[src/rtl/iq_power_avg.sv]
// Mean |x|^2 = I^2 + Q^2 over non-overlapping windows of 2^LOG2_N accepted samples.
// Four-stage pipeline: capture, square, sum, accumulate; one result pulse per window.
module iq_power_avg #(
  parameter int unsigned DW     = 16,
  parameter int unsigned LOG2_N = 10
) (
  input  logic          clk,
  input  logic          rst,
  input  logic          clr_i,
  input  logic          valid_i,
  input  logic [DW-1:0] i_i,
  input  logic [DW-1:0] q_i,
  output logic [31:0]   power_o,
  output logic          valid_o
);

  localparam int unsigned SqW  = 2 * DW - 1;
  localparam int unsigned SumW = 2 * DW;
  localparam int unsigned AccW = SumW + LOG2_N;

  localparam logic [LOG2_N-1:0] LastIdx = '1;
  localparam logic [LOG2_N-1:0] CntOne  = LOG2_N'(1);

  // Stage 0: sample capture and window position
  logic [LOG2_N-1:0]     cnt;
  logic                  s0_valid;
  logic                  s0_last;
  logic signed [DW-1:0]  s0_i;
  logic signed [DW-1:0]  s0_q;

  // Stage 1: squares
  logic                  s1_valid;
  logic                  s1_last;
  logic [SqW-1:0]        s1_ii;
  logic [SqW-1:0]        s1_qq;
  logic signed [SumW-1:0] prod_ii;
  logic signed [SumW-1:0] prod_qq;

  // Stage 2: instantaneous power
  logic                  s2_valid;
  logic                  s2_last;
  logic [SumW-1:0]       s2_sum;

  // Stage 3: window accumulator and result
  logic [AccW-1:0]       acc;
  logic [AccW-1:0]       acc_sum;
  logic [AccW-1:0]       acc_d;
  logic [31:0]           power_d;
  logic                  valid_d;

  // Control flags carry reset and abort; data registers only load under their valid.
  always_ff @(posedge clk or posedge rst) begin
    if (rst) begin
      cnt      <= '0;
      s0_valid <= 1'b0;
      s0_last  <= 1'b0;
      s1_valid <= 1'b0;
      s1_last  <= 1'b0;
      s2_valid <= 1'b0;
      s2_last  <= 1'b0;
    end else if (clr_i) begin
      cnt      <= '0;
      s0_valid <= 1'b0;
      s0_last  <= 1'b0;
      s1_valid <= 1'b0;
      s1_last  <= 1'b0;
      s2_valid <= 1'b0;
      s2_last  <= 1'b0;
    end else begin
      s0_valid <= valid_i;
      s0_last  <= valid_i && (cnt == LastIdx);
      if (valid_i) begin
        cnt <= cnt + CntOne;
      end
      s1_valid <= s0_valid;
      s1_last  <= s0_last;
      s2_valid <= s1_valid;
      s2_last  <= s1_last;
    end
  end

  always_ff @(posedge clk) begin
    if (valid_i) begin
      s0_i <= i_i;
      s0_q <= q_i;
    end
    if (s0_valid) begin
      s1_ii <= SqW'(prod_ii);
      s1_qq <= SqW'(prod_qq);
    end
    if (s1_valid) begin
      s2_sum <= SumW'(s1_ii) + SumW'(s1_qq);
    end
  end

  // Square of a full-scale negative sample is 2^(2*DW-2), which fits SqW bits unsigned.
  always_comb begin
    prod_ii = SumW'(s0_i) * SumW'(s0_i);
    prod_qq = SumW'(s0_q) * SumW'(s0_q);
  end

  always_comb begin
    acc_sum = acc + AccW'(s2_sum);
    acc_d   = acc;
    power_d = power_o;
    valid_d = 1'b0;
    if (s2_valid) begin
      if (s2_last) begin
        power_d = acc_sum[LOG2_N +: 32];
        valid_d = 1'b1;
        acc_d   = '0;
      end else begin
        acc_d = acc_sum;
      end
    end
  end

  // Abort keeps the last published result on power_o.
  always_ff @(posedge clk or posedge rst) begin
    if (rst) begin
      acc     <= '0;
      power_o <= '0;
      valid_o <= 1'b0;
    end else if (clr_i) begin
      acc     <= '0;
      valid_o <= 1'b0;
    end else begin
      acc     <= acc_d;
      power_o <= power_d;
      valid_o <= valid_d;
    end
  end

endmodule
[config.mk]
export PLATFORM = sky130hd
export DESIGN_NAME = iq_power_avg
export DESIGN_NICKNAME = d
export VERILOG_FILES = /design/src/rtl/iq_power_avg.sv
export SDC_FILE = /design/constraint.sdc
export NUM_CORES = 2
export LEC_CHECK = 0
export CELL_PAD_IN_SITES_DETAIL_PLACEMENT = 1
export CELL_PAD_IN_SITES_GLOBAL_PLACEMENT = 1
export CORE_AREA = 2 2 227 229
export CTS_CLUSTER_DIAMETER = 150
export DETAILED_ROUTE_END_ITERATION = 7
export DIE_AREA = 0 0 229 231
export PLACE_DENSITY = 0.95
export SLEW_MARGIN = 20
export SYNTH_ARGS = -nofsm -noshare
export SYNTH_HDL_FRONTEND = slang
export SYNTH_SLANG_ARGS = --single-unit
[constraint.sdc]
create_clock -name clk -period 11.5 [get_ports clk]
set_clock_uncertainty 0.1 [all_clocks]
set_input_delay 1.15 -clock clk [delete_from_list [all_inputs] [get_ports clk]]
set_output_delay 1.15 -clock clk [all_outputs]
set_load 0.02 [all_outputs]
---- After elaboration in Yosys (flattened, before gate mapping) ----
Cells that the tools add are included.
word-level totals
  output and inout port bits .............. 33
  RAM bits ................................ 0
  word-level logic and storage cells ...... 40
  latch bits .............................. 0
  memories kept ........................... 0
  ROM bits ................................ 0
  register bits ........................... 217
  bits of input ports ..................... 36
operators by class
  div/mod/pow operators ................... 0
  multiply operators ...................... 2
  shift operators ......................... 0
  bitwise logic cells ..................... 1
  reductions and logical operators ........ 4
  magnitude comparators ................... 0
  equal/unequal tests ..................... 1
  $add $sub $neg .......................... 3
  mux-type cells .......................... 14
operators with widths
  kind                     count
  $mux W42                 3
  $mul A16 B16 Y31         2
  $add A42 B32 Y42         1
  $add A31 B31 Y32         1
  $mux W10                 2
  $add A10 B1 Y10 const B  1
  $eq A10 B10 Y1 const B   1
  $mux W1                  9
  $reduce_bool A2 Y1       2
  $reduce_and A3 Y1        1
  $logic_and A1 B1 Y1      1
  $not A1 Y1               1

---- Logic depth before layout (Yosys ltp) ----
  depth after elaboration ................. 4
  mapped depth ............................ 26
  gate-level depth less buffers ........... 24

---- Worst setup path after synthesis ----
Ideal clock, no wire load.
  kind .................................... flip-flop to flip-flop
  from .................................... register s0_i[15]
  to ...................................... register s1_ii[30], data pin
  period minus slack after synthesis ...... 6.382 ns
  data arrival time ....................... 6.022 ns
  path slack .............................. 5.118 ns
  data required time ...................... 11.140 ns
  cell stages (with the launch flop) ...... 21
  path buffers ............................ 2
  library setup time ...................... 0.260 ns
  path through ............................ edfxtp_1 -> clkbuf_1 -> buf_1 -> nand2_1 -> fa_1 -> fa_1 -> fa_1 -> fa_1 -> fa_1 -> fa_1 -> inv_1 -> ha_1 -> and4_1 -> and2_1 -> a221oi_1 -> o211ai_1 -> a211oi_2 -> o21ai_1 -> a31o_1 -> a21oi_1 -> xnor2_1
between the ends
  cells in the longest elaborated chain, start to end .. 1
RTL lines
  element                 line  source
  from (decl)             28    logic signed [DW-1:0] s0_i;
  from (signal assigned)  84    s0_i <= i_i;
  $mul A16 B16 Y31        98    prod_ii = SumW'(s0_i) * SumW'(s0_i);
  net prod_ii[30]         36    logic signed [SumW-1:0] prod_ii;
  to (signal assigned)    88    s1_ii <= SqW'(prod_ii);
  to (decl)               34    logic [SqW-1:0] s1_ii;
The timed path passes the listed nets, and every way through them passes these cells.
A chain may end at the register's enable or synchronous reset.

---- Worst setup path in the final report ----
  from .................................... register s0_q[15]
  to ...................................... register s1_qq[30], data pin
between the ends
  cells in the longest elaborated chain, start to end .. 1
RTL lines
  element                 line  source
  from (decl)             29    logic signed [DW-1:0] s0_q;
  from (signal assigned)  85    s0_q <= q_i;
  $mul A16 B16 Y31        99    prod_qq = SumW'(s0_q) * SumW'(s0_q);
  net prod_qq[30]         37    logic signed [SumW-1:0] prod_qq;
  to (signal assigned)    89    s1_qq <= SqW'(prod_qq);
  to (decl)               35    logic [SqW-1:0] s1_qq;
The timed path passes the listed nets, and every way through them passes these cells.

==> impl_metrics.csv <==
group,metric,value,unit
outcome,status,"finished clean",
sta,worstMarginPinSlew,1.03,ns
sta,fin_crit_sh,68.6,%
clocking,cts_hold_buf,0,
routing,drc,0,
routing,ant_nets,0,
synthesis,synth-edff-count,124,
clocking,htree_levels,1,
grt,grt_max_degree,62,
run,drv_cap,0,
cells_and_area,antenna-diode-count,0,
floorplanning,die-width,229,um
clocking,clock_sinks,215,
clocking,clk_pin_slew,0.06,ns
routing,highest-signal-layer,"met4",
routing,wl_met3,5.78,mm
sta,fmax,0.127,GHz
synthesis,synth_nets,3518,
placement,io_buffer_count,68,
grt,gr-usage-all-layers,36.2,%
sta,fin_tns_setup,0,ns
placement,hpwl,67.5,mm
grt,antenna_found_initial,0,
clocking,cts_made_buffers,28,
setup_path,required,11.72,ns
setup_path,path_max_fanout,17,
setup_path,startpoint_type,"flop",
routing,first_iter_violations,1960,
floorplanning,fp.dieH,231,um
sta,setup_viol,0,
routing,dr.pass1.iters,6,
setup_path,crit_type,"flop to flop",
synthesis,async_reset_ff_share,42.3,%
grt,grt_pass1_vias,25800,
synthesis,yosys_register_bits,215,
clocking,cts_resized,0,
synthesis,syn-cell-area,0.0276,mm2
synthesis,synthDistinctLibCells,81,
clocking,cts_tree,"built",
clocking,root_buffer,"clkbuf_16",
setup_path,r2r_slack,3.61,ns
setup_path,crit_arrival,8.11,ns
clocking,clkLatencyLatePin,0.59,ns
routing,num_vias,21500,
synthesis,yosysWarnings,0,
synthesis,synth.yosys.seq_area_share,21.8,%
floorplanning,pin_count,69,
routing,wl_per_cell,26.6,um
routing,met2_wirelength,47.9,mm
setup_path,endpoint_kind,"flop",
sta,fin_crit,7.89,ns
sta,relSlewSlack,31.2,%
placement,gp_congestion,0.898,
floorplanning,start_util,54.4,%
cells_and_area,layout-drive-gt1-share,3.30,%
worst_hold_path,hold_class,"flop to flop",
clocking,cts.path.max_buffers,3,
floorplanning,dieArea,0.0529,mm2
cells_and_area,fillers,5565,
routing,drt-met1-wl,31.6,mm
sta,drv_slew,0,
floorplanning,rows,83,
cells_and_area,fin_nets,3554,
synthesis,postSynthAreaPerCell,9.89,um2
synthesis,synth_flop_cell,"edfxtp_1",
grt,grt_pass1_wl,146,mm
clocking,cts_setup_buffers,0,
sta,finalHoldViolCount,0,
synthesis,synth_cells,2788,
grt,grt_overflow,0,
sta,rsz0062_at_grt,"false",
routing,drt-vias-per-instance,6.11,
cells_and_area,syn_to_final_growth,8.52,%
routing,drt-total-wl,93.7,mm
floorplanning,core,0.0507,mm2
[cells in the final DEF, fill, tap and decap left out, drive strengths merged, types with 5 or more instances in the layout]
master         instances
a211oi                 7
a21boi                 5
a21o                  50
a21oi                103
a221oi                 6
a22o                   5
a31o                   7
a31oi                 11
and2                  82
and3                  11
buf                    7
bufinv                 5
clkbuf                31
clkdlybuf4s50         67
clkinv                16
dfrtp                 91
edfxtp               124
fa                   462
ha                   232
inv                  674
nand2                254
nand2b                14
nand3                 19
nand4                 13
nor2                 124
nor2b                 18
nor3                  28
nor4                   5
o2111ai                5
o21a                  20
o21ai                116
o21bai                17
or2                    8
or3                    8
xnor2                102
xor2                  45
[critical path, stage by stage, from the launching register on]
cell and delay (ns):
edfxtp_1 0.68, inv_1 0.57, nor2_1 0.21, fa_1 0.81, inv_1 0.12, fa_1 0.58, inv_1 0.32, fa_1 0.53
fa_1 0.53, fa_1 0.53, inv_1 0.06, fa_1 0.48, inv_1 0.05, ha_1 0.36, o21ai_0 0.31, nand2b_1 0.21
nand2_1 0.13, o21bai_1 0.09, a21oi_1 0.18, and2_1 0.23, o2111ai_1 0.16, a21oi_1 0.24, xnor2_1 0.11
[metrics by stage]
| stage | util [%] | instances | setup slack (ns) | instance area [um2] | hold slack (ns) |
|---|---|---|---|---|---|
| 4_1_cts | 59.0 | 3526 | 3.71 | 29900 | 0.382 |
| 5_1_grt | 59.0 | 3526 | 3.39 | 29900 | 0.404 |
| 2_1_floorplan | - | 2788 | 5.12 | 27600 | 0.339 |
| 6_report | 59.0 | 3526 | 3.61 | 29900 | 0.379 |
| 3_3_place_gp | 57.0 | 3474 | 4.62 | 28900 | 0.360 |
| 3_5_place_dp | 57.0 | 3474 | 3.91 | 28900 | 0.355 |
[sequential cells by signal (all words and copies together) (netlist names)]
name and flops:
s0_last 1, s2_sum 32, s0_q 16, s1_ii 30, s1_last 1, cnt 10
s2_last 1, acc 42, power_o 32, s1_qq 30, s2_valid 1, s0_valid 1
s0_i 16, s1_valid 1, valid_o 1
[worst paths after layout]
check,startpoint,cells past startpoint,endpoint
hold / removal,power_o[5],2,power_o[5]
min in group asynchronous,rst,2,cnt[0]
setup / recovery,s0_q[15],22,s1_qq[30]
hold reg to reg,power_o[5],2,power_o[5]
setup reg to reg,s0_q[15],22,s1_qq[30]
max in group asynchronous,rst,3,acc[10]
[per-layer routing]
metal / global-route usage, % / up-vias
met1: 38.6 / 11000
met4: 28.2 / 0
met2: 64.4 / 1204
li1: - / 8732
met3: 5.88 / 581
met5: 0 / -
[kinds of logic after synthesis]
kind of cell	Yosys count	synth area share (%)
buffers and inverters	742	10.1
adder cells (fa/ha/maj)	694	44.1
AND/OR/NAND/NOR	597	10.0
AO/OA/AOI/OAI	387	9.09
flip-flops	215	21.8
XOR/XNOR	147	4.67
multiplexers	6	0.236
[area by class of cell]
class	count	area [um2]	area share, %
clock buffers	31	764	2.56
clock inverters	21	254	0.849
inverters	674	2530	8.46
multi-input cells	1831	18800	62.8
flip-flops and latches	215	6000	20.1
well taps	680	851	2.84
repair buffers	74	721	2.41
[cell usage after synthesis, types with 4 or more instances]
library cell / number / area (um2)
inv_1: 670 / 2510
fa_1: 462 / 9250
nand2_1: 254 / 953
ha_1: 232 / 2900
edfxtp_1: 124 / 3720
nor2_1: 124 / 465
o21ai_0: 103 / 515
a21oi_1: 102 / 510
xnor2_1: 102 / 893
dfrtp_1: 91 / 2280
and2_1: 81 / 507
clkbuf_1: 64 / 240
a21o_1: 49 / 368
xor2_1: 45 / 394
nor3_1: 28 / 140
o21a_1: 20 / 150
nand3_1: 19 / 95.1
nor2b_1: 18 / 113
o21bai_1: 17 / 128
nand2b_1: 14 / 87.6
nand4_1: 13 / 81.3
o21ai_1: 13 / 65.1
and3_1: 11 / 68.8
a31oi_1: 10 / 62.6
or2_2: 8 / 50.1
or3_1: 8 / 50.1
a211oi_1: 5 / 37.5
a22o_1: 5 / 43.8
a221oi_1: 4 / 35.0
a31o_2: 4 / 35.0
mux2_2: 4 / 45.0
nor4_1: 4 / 25.0
o31ai_1: 4 / 30.0
Power is left out: the tool's default activity adds up to more than one toggle a clock period on the data nets, which glitch-free logic cannot reach.
